<file path="src/rtl/simon_pkg.sv">
// simon_pkg: shared state encoding, LED mapping and constants for the Simon sequencer
package simon_pkg;
    typedef enum logic [2:0] {IDLE, ADD, SHOW_ON, SHOW_OFF, WAIT_INPUT, WIN, LOSE} state_t;
    localparam logic [3:0] LED_ALL = 4'b1111;
    // out-of-range values fall back to the first LED
    function automatic logic [3:0] onehot(input logic [2:0] v);
        return (v >= 3'd1 && v <= 3'd4) ? 4'b0001 << (v - 3'd1) : 4'b0001;
    endfunction
endpackage

</file>
<file path="src/rtl/simon_sequencer_timer.sv">
// step_timer: loadable down-counter that stops at zero
//   clk, rst      : clock, sync active-high reset
//   load/load_val : load the counter with load_val
//   zero          : counter has reached zero
module step_timer #(
    parameter int W = 8
) (
    input  logic         clk,
    input  logic         rst,
    input  logic         load,
    input  logic [W-1:0] load_val,
    output logic         zero
);
    logic [W-1:0] cnt;
    always_ff @(posedge clk)
        if (rst) cnt <= '0;
        else if (load) cnt <= load_val;
        else if (cnt != '0) cnt <= cnt - 1'b1;
    assign zero = cnt == '0;
endmodule

</file>
<file path="src/rtl/simon_sequencer.sv">
// simon_sequencer: Simon memory game controller, one new step per round
//   clk, rst   : clock, sync active-high reset
//   random     : free-running 1..4 value sampled once per round
//   start      : pulse that starts a new game from IDLE/WIN/LOSE
//   btn_pulse  : one-hot debounced button pulses
//   led        : LED drive; score: rounds completed
//   busy       : playback in progress; game_over/win: end states
module simon_sequencer
    import simon_pkg::*;
#(
    parameter int MAX_LEN     = 16,
    parameter int SHOW_CYCLES = 50_000_000,
    parameter int GAP_CYCLES  = 25_000_000,
    parameter int LEN_W       = $clog2(MAX_LEN + 1)
) (
    input  logic             clk,
    input  logic             rst,
    input  logic [2:0]       random,
    input  logic             start,
    input  logic [3:0]       btn_pulse,
    output logic [3:0]       led,
    output logic [LEN_W-1:0] score,
    output logic             busy,
    output logic             game_over,
    output logic             win
);
    localparam int TMAX = SHOW_CYCLES > GAP_CYCLES ? SHOW_CYCLES : GAP_CYCLES;
    localparam int TW = TMAX > 1 ? $clog2(TMAX) : 1;
    localparam int IW = MAX_LEN > 1 ? $clog2(MAX_LEN) : 1;
    localparam logic [TW-1:0] SHOW_LD = TW'(SHOW_CYCLES - 1);
    localparam logic [TW-1:0] GAP_LD = TW'(GAP_CYCLES - 1);
    state_t state, state_n;
    logic [LEN_W-1:0] len, len_n, idx, idx_n, score_n;
    logic [2:0] seq [MAX_LEN];
    logic wr, tload, tzero, last;
    logic [TW-1:0] tval;
    logic [3:0] cur;
    assign cur = onehot(seq[idx[IW-1:0]]);
    assign last = idx == len - 1'b1;
    step_timer #(.W(TW)) u_timer (
        .clk(clk), .rst(rst), .load(tload), .load_val(tval), .zero(tzero)
    );
    always_comb begin
        state_n = state;
        len_n = len;
        idx_n = idx;
        score_n = score;
        wr = 1'b0;
        tload = 1'b0;
        tval = SHOW_LD;
        led = '0;
        busy = 1'b0;
        game_over = state == LOSE;
        win = state == WIN;
        case (state)
            IDLE, WIN, LOSE: begin
                led = state == WIN ? LED_ALL : '0;
                if (start) begin
                    state_n = ADD;
                    len_n = '0;
                    idx_n = '0;
                    score_n = '0;
                end
            end
            ADD: begin
                wr = 1'b1;
                len_n = len + 1'b1;
                idx_n = '0;
                tload = 1'b1;
                state_n = SHOW_ON;
            end
            SHOW_ON: begin
                led = cur;
                busy = 1'b1;
                if (tzero) begin
                    tload = 1'b1;
                    tval = GAP_LD;
                    state_n = SHOW_OFF;
                end
            end
            SHOW_OFF: begin
                busy = 1'b1;
                if (tzero) begin
                    idx_n = last ? '0 : idx + 1'b1;
                    tload = !last;
                    state_n = last ? WAIT_INPUT : SHOW_ON;
                end
            end
            WAIT_INPUT: begin
                // a multi-bit press can never equal a one-hot code, so it loses
                if (btn_pulse != '0) begin
                    if (btn_pulse != cur) state_n = LOSE;
                    else if (!last) idx_n = idx + 1'b1;
                    else begin
                        score_n = len;
                        state_n = len == LEN_W'(MAX_LEN) ? WIN : ADD;
                    end
                end
            end
            default: state_n = IDLE;
        endcase
    end
    always_ff @(posedge clk)
        if (rst) begin
            state <= IDLE;
            len <= '0;
            idx <= '0;
            score <= '0;
        end else begin
            state <= state_n;
            len <= len_n;
            idx <= idx_n;
            score <= score_n;
        end
    always_ff @(posedge clk)
        if (wr) seq[len[IW-1:0]] <= random;
endmodule

</file>
<file path="config.mk">
export PLATFORM = sky130hd
export DESIGN_NAME = simon_sequencer
export DESIGN_NICKNAME = d
export VERILOG_FILES = /design/src/rtl/simon_pkg.sv /design/src/rtl/simon_sequencer_timer.sv /design/src/rtl/simon_sequencer.sv
export SDC_FILE = /design/constraint.sdc
export NUM_CORES = 1
export LEC_CHECK = 0
export BUFFER_PORTS_ARGS = -buffer_cell sky130_fd_sc_hd__buf_2
export CAP_MARGIN = 10
export CELL_PAD_IN_SITES_DETAIL_PLACEMENT = 1
export CELL_PAD_IN_SITES_GLOBAL_PLACEMENT = 1
export CORE_MARGIN = 1
export CORE_UTILIZATION = 49
export DETAILED_ROUTE_END_ITERATION = 16
export PLACE_DENSITY = 0.78
export SYNTH_ARGS = -nofsm -noshare
export SYNTH_HDL_FRONTEND = slang
export SYNTH_SLANG_ARGS = --single-unit
export TNS_END_PERCENT = 100
</file>
<file path="constraint.sdc">
create_clock -name clk -period 4.74 [get_ports clk]
set_clock_uncertainty 0.2 [all_clocks]
set_input_delay 0.948 -clock clk [delete_from_list [all_inputs] [get_ports clk]]
set_output_delay 0.948 -clock clk [all_outputs]
set_load 0.01 [all_outputs]
</file>
==> results.md <==
- Status: completed
- Async SR Flop Fraction: 0%
- GRT Total Usage: 24.0%
- Clock Sinks: 96
- MaxCap Viol Count: 0
- Top cell type's share of synthesized area: 30.8%
- Commonest cells in the netlist: 48 x dfxtp_1, 48 x edfxtp_1, 43 x nor2_1
- Chip width: 99.8 um
- Area of the die: 0.00995 mm^2
- Number of setup buffers added after CTS: 0
- DR pass1 iterations: 4
- Hold Slack: 271 ps
- Req. time, crit path: 3590 ps
- Die Y: 99.8 um
- Post-route clock period utilization: 92.8%
- CP max FO: 10
- Dpl hpwl: 8.33 mm
- Antenna Cells: 0
- Antenna violations before repair: 0
- Resize count post-CTS: 0
- CTS Hold Bufs: 0
- Peak VDD IR: 277 uV
- PwrDens: 532 mW/mm^2
- Worst-Skew Late Latency: 370 ps
- Number of global-route vias before repair: 3557
- Max Transition Viols Final: 0
- Nets@finish: 475
- # H-tree levels: 3
- P&R area growth vs syn: 8.87%
- Cell count after synthesis: 440
- PortBufs: 21
- LEAKAGE: 1.82 nW
- Vias: 3458
- Pre-CTS setup slack: 409 ps
- Final WS setup: 341 ps
- Setup tns final: 0 ps
- Via density: 5.85
- Startpoint types: register
- # IOs: 22
- Fin crit period: 4400 ps
- Syn avg cell area: 10.6 um^2
- Worst Hold Class: reg -> reg
- Clock buffer depth: 2
- Initial Util: 50.7%
- Number of synthesized flops with an enable pin: 48
- Slew at the pin closest to its max-slew limit: 750 ps
- Routed Antenna Nets: 0
- Main flop type after synthesis: edfxtp_1
- Critical path type: reg -> out
- Post-Syn Nets: 458
- Synthesized area: 0.00468 mm^2
- CTS Buf Count: 9
- Fmax: 227 MHz
- Critical path arrival: 3250 ps
- Synth top area cells: edfxtp_1 31%, dfxtp_1 21%, mux4_2 4.8%, a21oi_1 4.4%, mux2i_1 3.6%
- Residual DRC count: 0
- Number of distinct library cells after synthesis: 56
- Synth area leader: edfxtp_1
- RSZ-0062 raised after global routing: no
- Initial DRC count: 172
- Ys Warns: 0
- CP Capture Type: output port
- # rows: 35
- Core ar.: 0.00924 mm^2
- Sequential fraction of the synthesis area: 51.3%
- Final hold vios: 0
- Post-Layout Inst Area: 0.00510 mm^2
- Worst-path clk slew: 110 ps
- Root Driver: clkbuf_8
- Global-route wire length before repair: 18.3 mm
- GPL Wtd Cong: 0.840
- WL per Instance: 18.8 um
- TritonCTS clock tree: built
- Layout cells sized above 1: 14.5%
- Final Setup Violations: 0
- Placed Area: 0.00489 mm^2
- Post-Route WL: 11.1 mm
- GR Overflow Total: 0
- Largest net degree at the start of global routing: 34
- Slew HR: 49.8%
- Synth Register Bits: 96
- Pwr Total: 2.71 mW
==> routing by layer <==
layer,part of all wire (%),vias up,track usage (%)
met5,0,-,0
met4,1.1,0,7.35
met3,4.4,12,4.08
met2,50,72,40.9
met1,45,1727,31.2
li1,-,1647,-
==> cell families (layout without fill, tap and decap cells) <==
kind of cell	after synthesis	after routing	share of synthesized area [%]
AOI/OAI and AO/OA	87	87	12.3
xor gates and xnor gates	31	31	5.80
adders and majority gates	8	8	2.14
buffers and inverters	29	51	2.54
DFF	96	96	51.3
muxes	27	27	8.44
and+or+nand+nor	162	162	17.5
==> worst max-delay path, cell delays in order, from the launching register on <==
cell and delay [ps]:
dfxtp_2 520, mux4_2 560, a22oi_1 300, and2_1 300
nand2_1 80, ha_1 270, nand2b_1 210, or3_1 340
o21ai_0 160, buf_2 150
==> area by class of cell <==
type / instances / area (um^2)
Fill cell: 1026 / 4140
Sequential cell: 96 / 2400
Multi-Input combinational cell: 315 / 2170
Tap cell: 129 / 161
Clock buffer: 10 / 138
Timing Repair Buffer: 24 / 128
Clock inverter: 6 / 57.6
Inverter: 11 / 41.3
==> worst paths after layout <==
path / cells past startpoint / start / end / slack [ps]
setup / recovery: 9 / register / led[2] / 340
hold reg to reg: 2 / score[2] / score[2] / 270
hold / removal: 2 / score[2] / score[2] / 270
setup reg to reg: 11 / register / score[1] / 540
==> metrics by stage <==
step / utilization, % / cells
finish: 55.2 / 591
detailed placement: 53.0 / 575
CTS: 55.1 / 591
floorplan: - / 440
global placement: 53.0 / 575
global route: 55.2 / 591
==> sequential cells by signal, indices dropped and copies added (netlist names), named ones only <==
| register | flops |
|---|---|
| state | 3 |
| score | 5 |
| len | 5 |
| seq | 48 |
| u_timer.cnt | 26 |
| idx | 5 |
==> cell usage in the layout, fill, tap and decap left out, types with 3 or more instances in the layout <==
cell	count
a211oi_1	3
a21oi_1	41
a31oi_1	4
and2_1	4
and3_1	3
buf_2	21
buf_4	3
clkbuf_8	10
dfxtp_1	47
edfxtp_1	48
ha_1	8
inv_1	11
mux2i_1	17
mux4_2	10
nand2_1	34
nand2b_1	8
nand3_1	15
nand3b_1	3
nand4_1	3
nor2_1	43
nor2b_1	8
nor3_1	18
nor4_1	6
o211ai_1	3
o21ai_0	11
or2_2	3
or3_1	4
or4_1	3
xnor2_1	18
xor2_1	13
==> power breakdown <==
group | internal, mW | switching, mW
combinational | 0.425 | 0.613
sequential | 0.994 | 0.147
clock | 0.218 | 0.314
total | 1.64 | 1.07
Power figures use the tool's default switching activity.
